### src/rtl/pulse_train_gen.sv
// Multi-channel pulse train generator: a free-running period counter with
// double-buffered per-channel start/width/repeat windows.

module ptg_chan #(
  parameter int CW = 32
) (
  input  logic          clk,
  input  logic          reset,
  input  logic          go,
  input  logic          first,
  input  logic [CW-1:0] cnt,
  input  logic [CW-1:0] start,
  input  logic [CW-1:0] width,
  input  logic [CW-1:0] rep,
  output logic          pulse_q
);
  localparam int EW = CW + 9;

  logic [EW-1:0] ns_q, ns_d, end_q, end_d;
  logic [8:0]    left_q, left_d;
  logic          pulse_d;

  // Windows start in ascending order, so the output is high while the count
  // is below the furthest end of any window already opened this period.
  always_comb begin
    ns_d    = first ? EW'(start) : ns_q;
    left_d  = first ? ({1'b0, rep[7:0]} + 9'd1) : left_q;
    end_d   = first ? '0 : end_q;
    pulse_d = 1'b0;
    if (go) begin
      if (left_d != 9'd0 && ns_d == EW'(cnt)) begin
        if (ns_d + EW'(width) > end_d) end_d = ns_d + EW'(width);
        ns_d   = ns_d + EW'(rep[CW-1:8]);
        left_d = (rep[CW-1:8] == '0) ? 9'd0 : left_d - 9'd1;
      end
      pulse_d = end_d > EW'(cnt);
    end else begin
      ns_d   = '0;
      left_d = '0;
      end_d  = '0;
    end
  end

  always_ff @(posedge clk) begin
    if (reset) begin
      ns_q    <= '0;
      left_q  <= '0;
      end_q   <= '0;
      pulse_q <= 1'b0;
    end else begin
      ns_q    <= ns_d;
      left_q  <= left_d;
      end_q   <= end_d;
      pulse_q <= pulse_d;
    end
  end
endmodule

module pulse_train_gen #(
  parameter int NCH = 4,
  parameter int CW  = 32
) (
  input  logic           clk,
  input  logic           reset,
  input  logic           run,
  input  logic           cfg_we,
  input  logic [4:0]     cfg_addr,
  input  logic [CW-1:0]  cfg_data,
  output logic           sync_out,
  output logic [NCH-1:0] pulse_out,
  output logic [15:0]    per_count,
  output logic           active
);
  typedef enum logic {S_IDLE, S_RUN} state_t;

  state_t                  state_q, state_d;
  logic [CW-1:0]           cnt_q, cnt_d;
  logic                    sync_q, sync_d, active_q, active_d;
  logic [15:0]             pc_q, pc_d;
  logic [NCH-1:0]          pulse_q;
  logic [CW-1:0]           per_sh_q, per_sh_d, per_a_q, per_a_d;
  logic [NCH-1:0][CW-1:0]  st_sh_q, st_sh_d, st_a_q, st_a_d;
  logic [NCH-1:0][CW-1:0]  wd_sh_q, wd_sh_d, wd_a_q, wd_a_d;
  logic [NCH-1:0][CW-1:0]  rp_sh_q, rp_sh_d, rp_a_q, rp_a_d;
  logic                    load, go;

  always_comb begin
    per_sh_d = per_sh_q;
    st_sh_d  = st_sh_q;
    wd_sh_d  = wd_sh_q;
    rp_sh_d  = rp_sh_q;
    if (cfg_we) begin
      if (cfg_addr == 5'd0) per_sh_d = cfg_data;
      for (int k = 0; k < NCH; k++) begin
        if (cfg_addr == 5'(3*k + 1)) st_sh_d[k] = cfg_data;
        if (cfg_addr == 5'(3*k + 2)) wd_sh_d[k] = cfg_data;
        if (cfg_addr == 5'(3*k + 3)) rp_sh_d[k] = cfg_data;
      end
    end
  end

  // Active copies take the pre-write shadow, so a write on a load cycle waits
  // for the following load point.
  assign load    = (state_q == S_IDLE) || (cnt_q == per_a_q - CW'(1));
  assign per_a_d = load ? per_sh_q : per_a_q;
  assign st_a_d  = load ? st_sh_q  : st_a_q;
  assign wd_a_d  = load ? wd_sh_q  : wd_a_q;
  assign rp_a_d  = load ? rp_sh_q  : rp_a_q;

  always_comb begin
    state_d = state_q;
    cnt_d   = '0;
    sync_d  = 1'b0;
    case (state_q)
      S_IDLE: begin
        if (run && per_a_d >= CW'(2)) begin
          state_d = S_RUN;
          sync_d  = 1'b1;
        end
      end
      default: begin
        if (!run) begin
          state_d = S_IDLE;
        end else if (load) begin
          if (per_a_d >= CW'(2)) sync_d = 1'b1;
          else                   state_d = S_IDLE;
        end else begin
          cnt_d = cnt_q + CW'(1);
        end
      end
    endcase
    active_d = (state_d == S_RUN);
    pc_d     = !run ? 16'd0 : (sync_d ? pc_q + 16'd1 : pc_q);
  end

  assign go = (state_d == S_RUN);

  for (genvar k = 0; k < NCH; k++) begin : g_ch
    ptg_chan #(.CW(CW)) u_ch (
      .clk     (clk),
      .reset   (reset),
      .go      (go),
      .first   (sync_d),
      .cnt     (cnt_d),
      .start   (st_a_d[k]),
      .width   (wd_a_d[k]),
      .rep     (rp_a_d[k]),
      .pulse_q (pulse_q[k])
    );
  end

  always_ff @(posedge clk) begin
    if (reset) begin
      state_q  <= S_IDLE;
      cnt_q    <= '0;
      sync_q   <= 1'b0;
      active_q <= 1'b0;
      pc_q     <= '0;
      per_sh_q <= '0;
      st_sh_q  <= '0;
      wd_sh_q  <= '0;
      rp_sh_q  <= '0;
      per_a_q  <= '0;
      st_a_q   <= '0;
      wd_a_q   <= '0;
      rp_a_q   <= '0;
    end else begin
      state_q  <= state_d;
      cnt_q    <= cnt_d;
      sync_q   <= sync_d;
      active_q <= active_d;
      pc_q     <= pc_d;
      per_sh_q <= per_sh_d;
      st_sh_q  <= st_sh_d;
      wd_sh_q  <= wd_sh_d;
      rp_sh_q  <= rp_sh_d;
      per_a_q  <= per_a_d;
      st_a_q   <= st_a_d;
      wd_a_q   <= wd_a_d;
      rp_a_q   <= rp_a_d;
    end
  end

  assign sync_out  = sync_q;
  assign pulse_out = pulse_q;
  assign per_count = pc_q;
  assign active    = active_q;
endmodule

### config.mk
export PLATFORM = sky130hd
export DESIGN_NAME = pulse_train_gen
export DESIGN_NICKNAME = d
export VERILOG_FILES = /design/src/rtl/pulse_train_gen.sv
export SDC_FILE = /design/constraint.sdc
export NUM_CORES = 2
export LEC_CHECK = 0
export CORE_MARGIN = 2
export CORE_UTILIZATION = 58
export CTS_CLUSTER_DIAMETER = 50
export CTS_CLUSTER_SIZE = 25
export DETAILED_ROUTE_END_ITERATION = 8
export GPL_TIMING_DRIVEN = 1
export PLACE_DENSITY = 0.85
export REMOVE_ABC_BUFFERS = 1
export SYNTH_ARGS = -nofsm -noshare
export SYNTH_HDL_FRONTEND = slang
export SYNTH_SLANG_ARGS = --single-unit
### constraint.sdc
create_clock -name clk -period 12.15 [get_ports clk]
set_input_delay 1.215 -clock clk [delete_from_list [all_inputs] [get_ports clk]]
set_output_delay 1.215 -clock clk [all_outputs]
set_load 0.02 [all_outputs]
==> key figures <==
Run status
  – Status: finished, final reports clean

Setup path
  – Reg2reg end: g_ch[0].u_ch.pulse_q
  – Peak per-stage delay on the critical path: 0.59 ns
  – Most used cell, CP: a21o_1
  – Crit end category: register
  – Critical path's top delay family: compound AO/OA/AOI/OAI gates
  – Worst EP arrival: 12.38 ns
  – Worst EP required: 12.72 ns
  – Crit Path Class: register to register
  – CP max FO: 59
  – Worst Reg-to-Reg Cells: 55
  – Worst r2r src: per_a_q[11]
  – Reg2Reg Setup Slack: 0.34 ns
  – Crit path buffers/inverters: 2
  – Critical-path top delay cell: or4_4
  – Startpoint Class: register

Synth
  – Netlist cell types: 112
  – Yosys top cell by area: dfxtp_1
  – Synth top area cells: dfxtp_1, nand2_1, ha_1
  – Yosys warns: 0
  – Share of the yosys chip area belonging to registers: 34.7%
  – Syn Std Cell Area: 64600 um2
  – Async SR Flop Fraction: 0%
  – FF+latch count, synth: 1119
  – Top-count cell post-synth: nand2_1
  – Yosys top cell area share: 34.7%
  – Post-synth top flop: dfxtp_1
  – Cell count after synthesis: 8342
  – Syn avg cell area: 7.74 um2
  – Post-synth EDFFs: 0
  – Most frequent cells after synthesis: nand2_1, dfxtp_1, a21oi_1, nor2_1, ha_1

Timing
  – Clk_skew: 0.0390 ns
  – Fin crit share: 97.2%
  – Post-route minimum period: 11.81 ns
  – Final Max Tran Viols: 0
  – FMAX: 84.7 MHz
  – Final Hold Viols: 0
  – Final WS setup: 0.338 ns
  – Slew headroom: 14.0%
  – Final Hold Slack: 0.452 ns
  – Worst-Margin Slew: 1.28 ns
  – Setup Viol. Count Final: 0
  – Setup_tns: 0 ns

Clock tree
  – TritonCTS clock tree: yes
  – Clk Latency, worst-skew pair: 0.74 ns
  – CTS Buffer Depth: 3
  – CTS H-tree depth: 3
  – Clk sinks: 1119
  – Clock transition at path regs: 0.07 ns
  – Number of CTS-inserted buffers: 114
  – Root Driver: clkbuf_16

Floorplanning
  – Die area: 114000 um2
  – Die outline width: 338 um
  – Core area: 111000 um2
  – DIE HEIGHT: 338 um
  – I/O pin total: 63
  – # rows: 122
  – Initial core utilization: 58.4%

GRT
  – Largest net degree at the start of global routing: 223
  – Final global-route overflow total: 0
  – Total track usage: 37.9%
  – Vias in the first global route: 56933
  – Global-route wire length before repair: 333000 um
  – Initial antenna violation count: 16

Route
  – Drt first pass iters: 8
  – Routed wire length per instance: 22.9 um
  – Final WL: 227000 um
  – Initial DRC count: 7805
  – Vias/cell: 6.20
  – Drt drc: 0
  – Antenna Violating Nets Remaining: 0
  – DR vias: 61545

Power and ir drop
  – Leakage: 30.9 nW
  – Total power: 8.42 mW
  – Max IR drop VDD: 0.153 mV
  – Comb power frac: 10.5%
  – Sequential share of power: 43.9%
  – Clock Power Share: 45.6%
  – Switch Pwr: 2.47 mW
  – Sw Share: 29.4%
  – Internal: 5.94 mW
  – Power Density: 116 nW/um2

Placed design
  – Cell total after placement: 9674
  – Placed Instance Area: 67000 um2
  – Post-detail-place hpwl: 154000 um
  – Post-Place Worst Slack: -0.0418 ns
  – IO Port Bufs: 62
  – GP Congestion: 1.04

Flow run
  – Max-Cap Viols: 0

Cells and area
  – Post-route cell area: 72200 um2
  – Final Net Count: 8903
  – Final std cells w/o fill: 9931
  – FILL cells: 9040
  – Storage element area: 22400 um2
  – Layout cells sized above 1: 8.83%
  – Final Util: 65.4%
  – Area of the multi-input gates: 40000 um2
  – Area Growth Syn to Fin: 11.9%

Hold path
  – Hold Path Depth: 2
  – Hold worst-path end: rp_a_q[99]
  – Hold crit path type: register to register
  – Hold Crit Start: rp_a_q[99]
[repair_timing]
action | 4_1_cts | 5_1_grt
hold buffers | 0 | 0
setup buffers | 0 | 24
resized for setup | 4 | 158
pin swaps | 0 | 45
gates cloned | 0 | 9
setup endpoints to repair | 2 | 4
[registers in the layout, summed over array words and instances, names as in the netlist]
name,count
g_ch.u_ch.end_q,164
g_ch.u_ch.ns_q,164
rp_sh_q,128
st_sh_q,128
wd_a_q,128
wd_sh_q,128
rp_a_q,120
g_ch.u_ch.left_q,36
cnt_q,32
per_a_q,32
per_sh_q,32
per_count,16
st_a_q,5
g_ch.u_ch.pulse_q,4
active,1
sync_out,1
[cells in the final DEF (no fill, tap or decap), drive strengths merged, types with 59 or more instances in the layout]
cell type and count:
nand2 1893, nand4 135, o21ai 316, clkbuf 128, a21oi 818, and3 85, buf 276, o21a 59
nor2b 215, ha 519, or3 64, and2 150, nor2 626, a21o 128, nand2b 94, nand3 156
nor3 98, inv 328, xnor2 305, nor4 68, xor2 131, mux2i 181, dfxtp 1119
[cell type report]
type | count | area share, %
Inverter | 280 | 1.46
Clock buffer | 121 | 4.06
Sequential cell | 1119 | 31.0
Tap cell | 1488 | 2.58
Antenna cell | 6 | 0.0208
Multi-Input combinational cell | 6500 | 55.4
Clock inverter | 97 | 1.69
Timing Repair Buffer | 320 | 3.80
[how the worst max path moves through the flow]
stage                                       to  cells past startpoint  slack [ns]         from
after global placement    g_ch[2].u_ch.pulse_q                     58        0.17   per_a_q[9]
after CTS                 g_ch[0].u_ch.pulse_q                     57       -0.04  per_a_q[18]
final                     g_ch[0].u_ch.pulse_q                     55        0.34  per_a_q[11]
after detailed placement  g_ch[0].u_ch.pulse_q                     55       -0.04  per_a_q[18]
after floorplan           g_ch[0].u_ch.pulse_q                     51      -14.33  per_a_q[18]
after global routing      g_ch[0].u_ch.pulse_q                     55       -0.18  per_a_q[18]
[tightest hold or removal path, cell delays in order (launching register included)]
cell and delay (ns):
dfxtp_1 0.31, nand2_1 0.05, a21oi_1 0.05
[metal layers]
| layer | up-vias | global-route usage [%] | part of all wire (%) |
|---|---|---|---|
| met1 | 28884 | 48.1 | 38 |
| met2 | 3384 | 57.2 | 42 |
| li1 | 28361 | - | - |
| met5 | - | 0 | 0.0048 |
| met4 | 2 | 27.6 | 8.7 |
| met3 | 914 | 7.76 | 11 |
[power by group through the flow]
stage / sequential, mW / combinational, mW / clock, mW
after global routing: 3.70 / 0.911 / 4.00
after global placement: 3.78 / 0.780 / 0
after floorplan: 3.78 / 0.450 / 0
after CTS: 3.70 / 0.798 / 3.84
final: 3.70 / 0.881 / 3.84
after detailed placement: 3.78 / 0.792 / 0
[kinds of logic after synthesis]
kind of cell,Yosys count,share of synthesized area [%]
simple gates,3652,25.4
buf+inv,725,4.46
flops,1119,34.7
mux,237,3.91
xor+xnor,436,5.93
compound gates,1644,15.2
fa+ha+maj,529,10.3
Power figures use the tool's default switching activity.
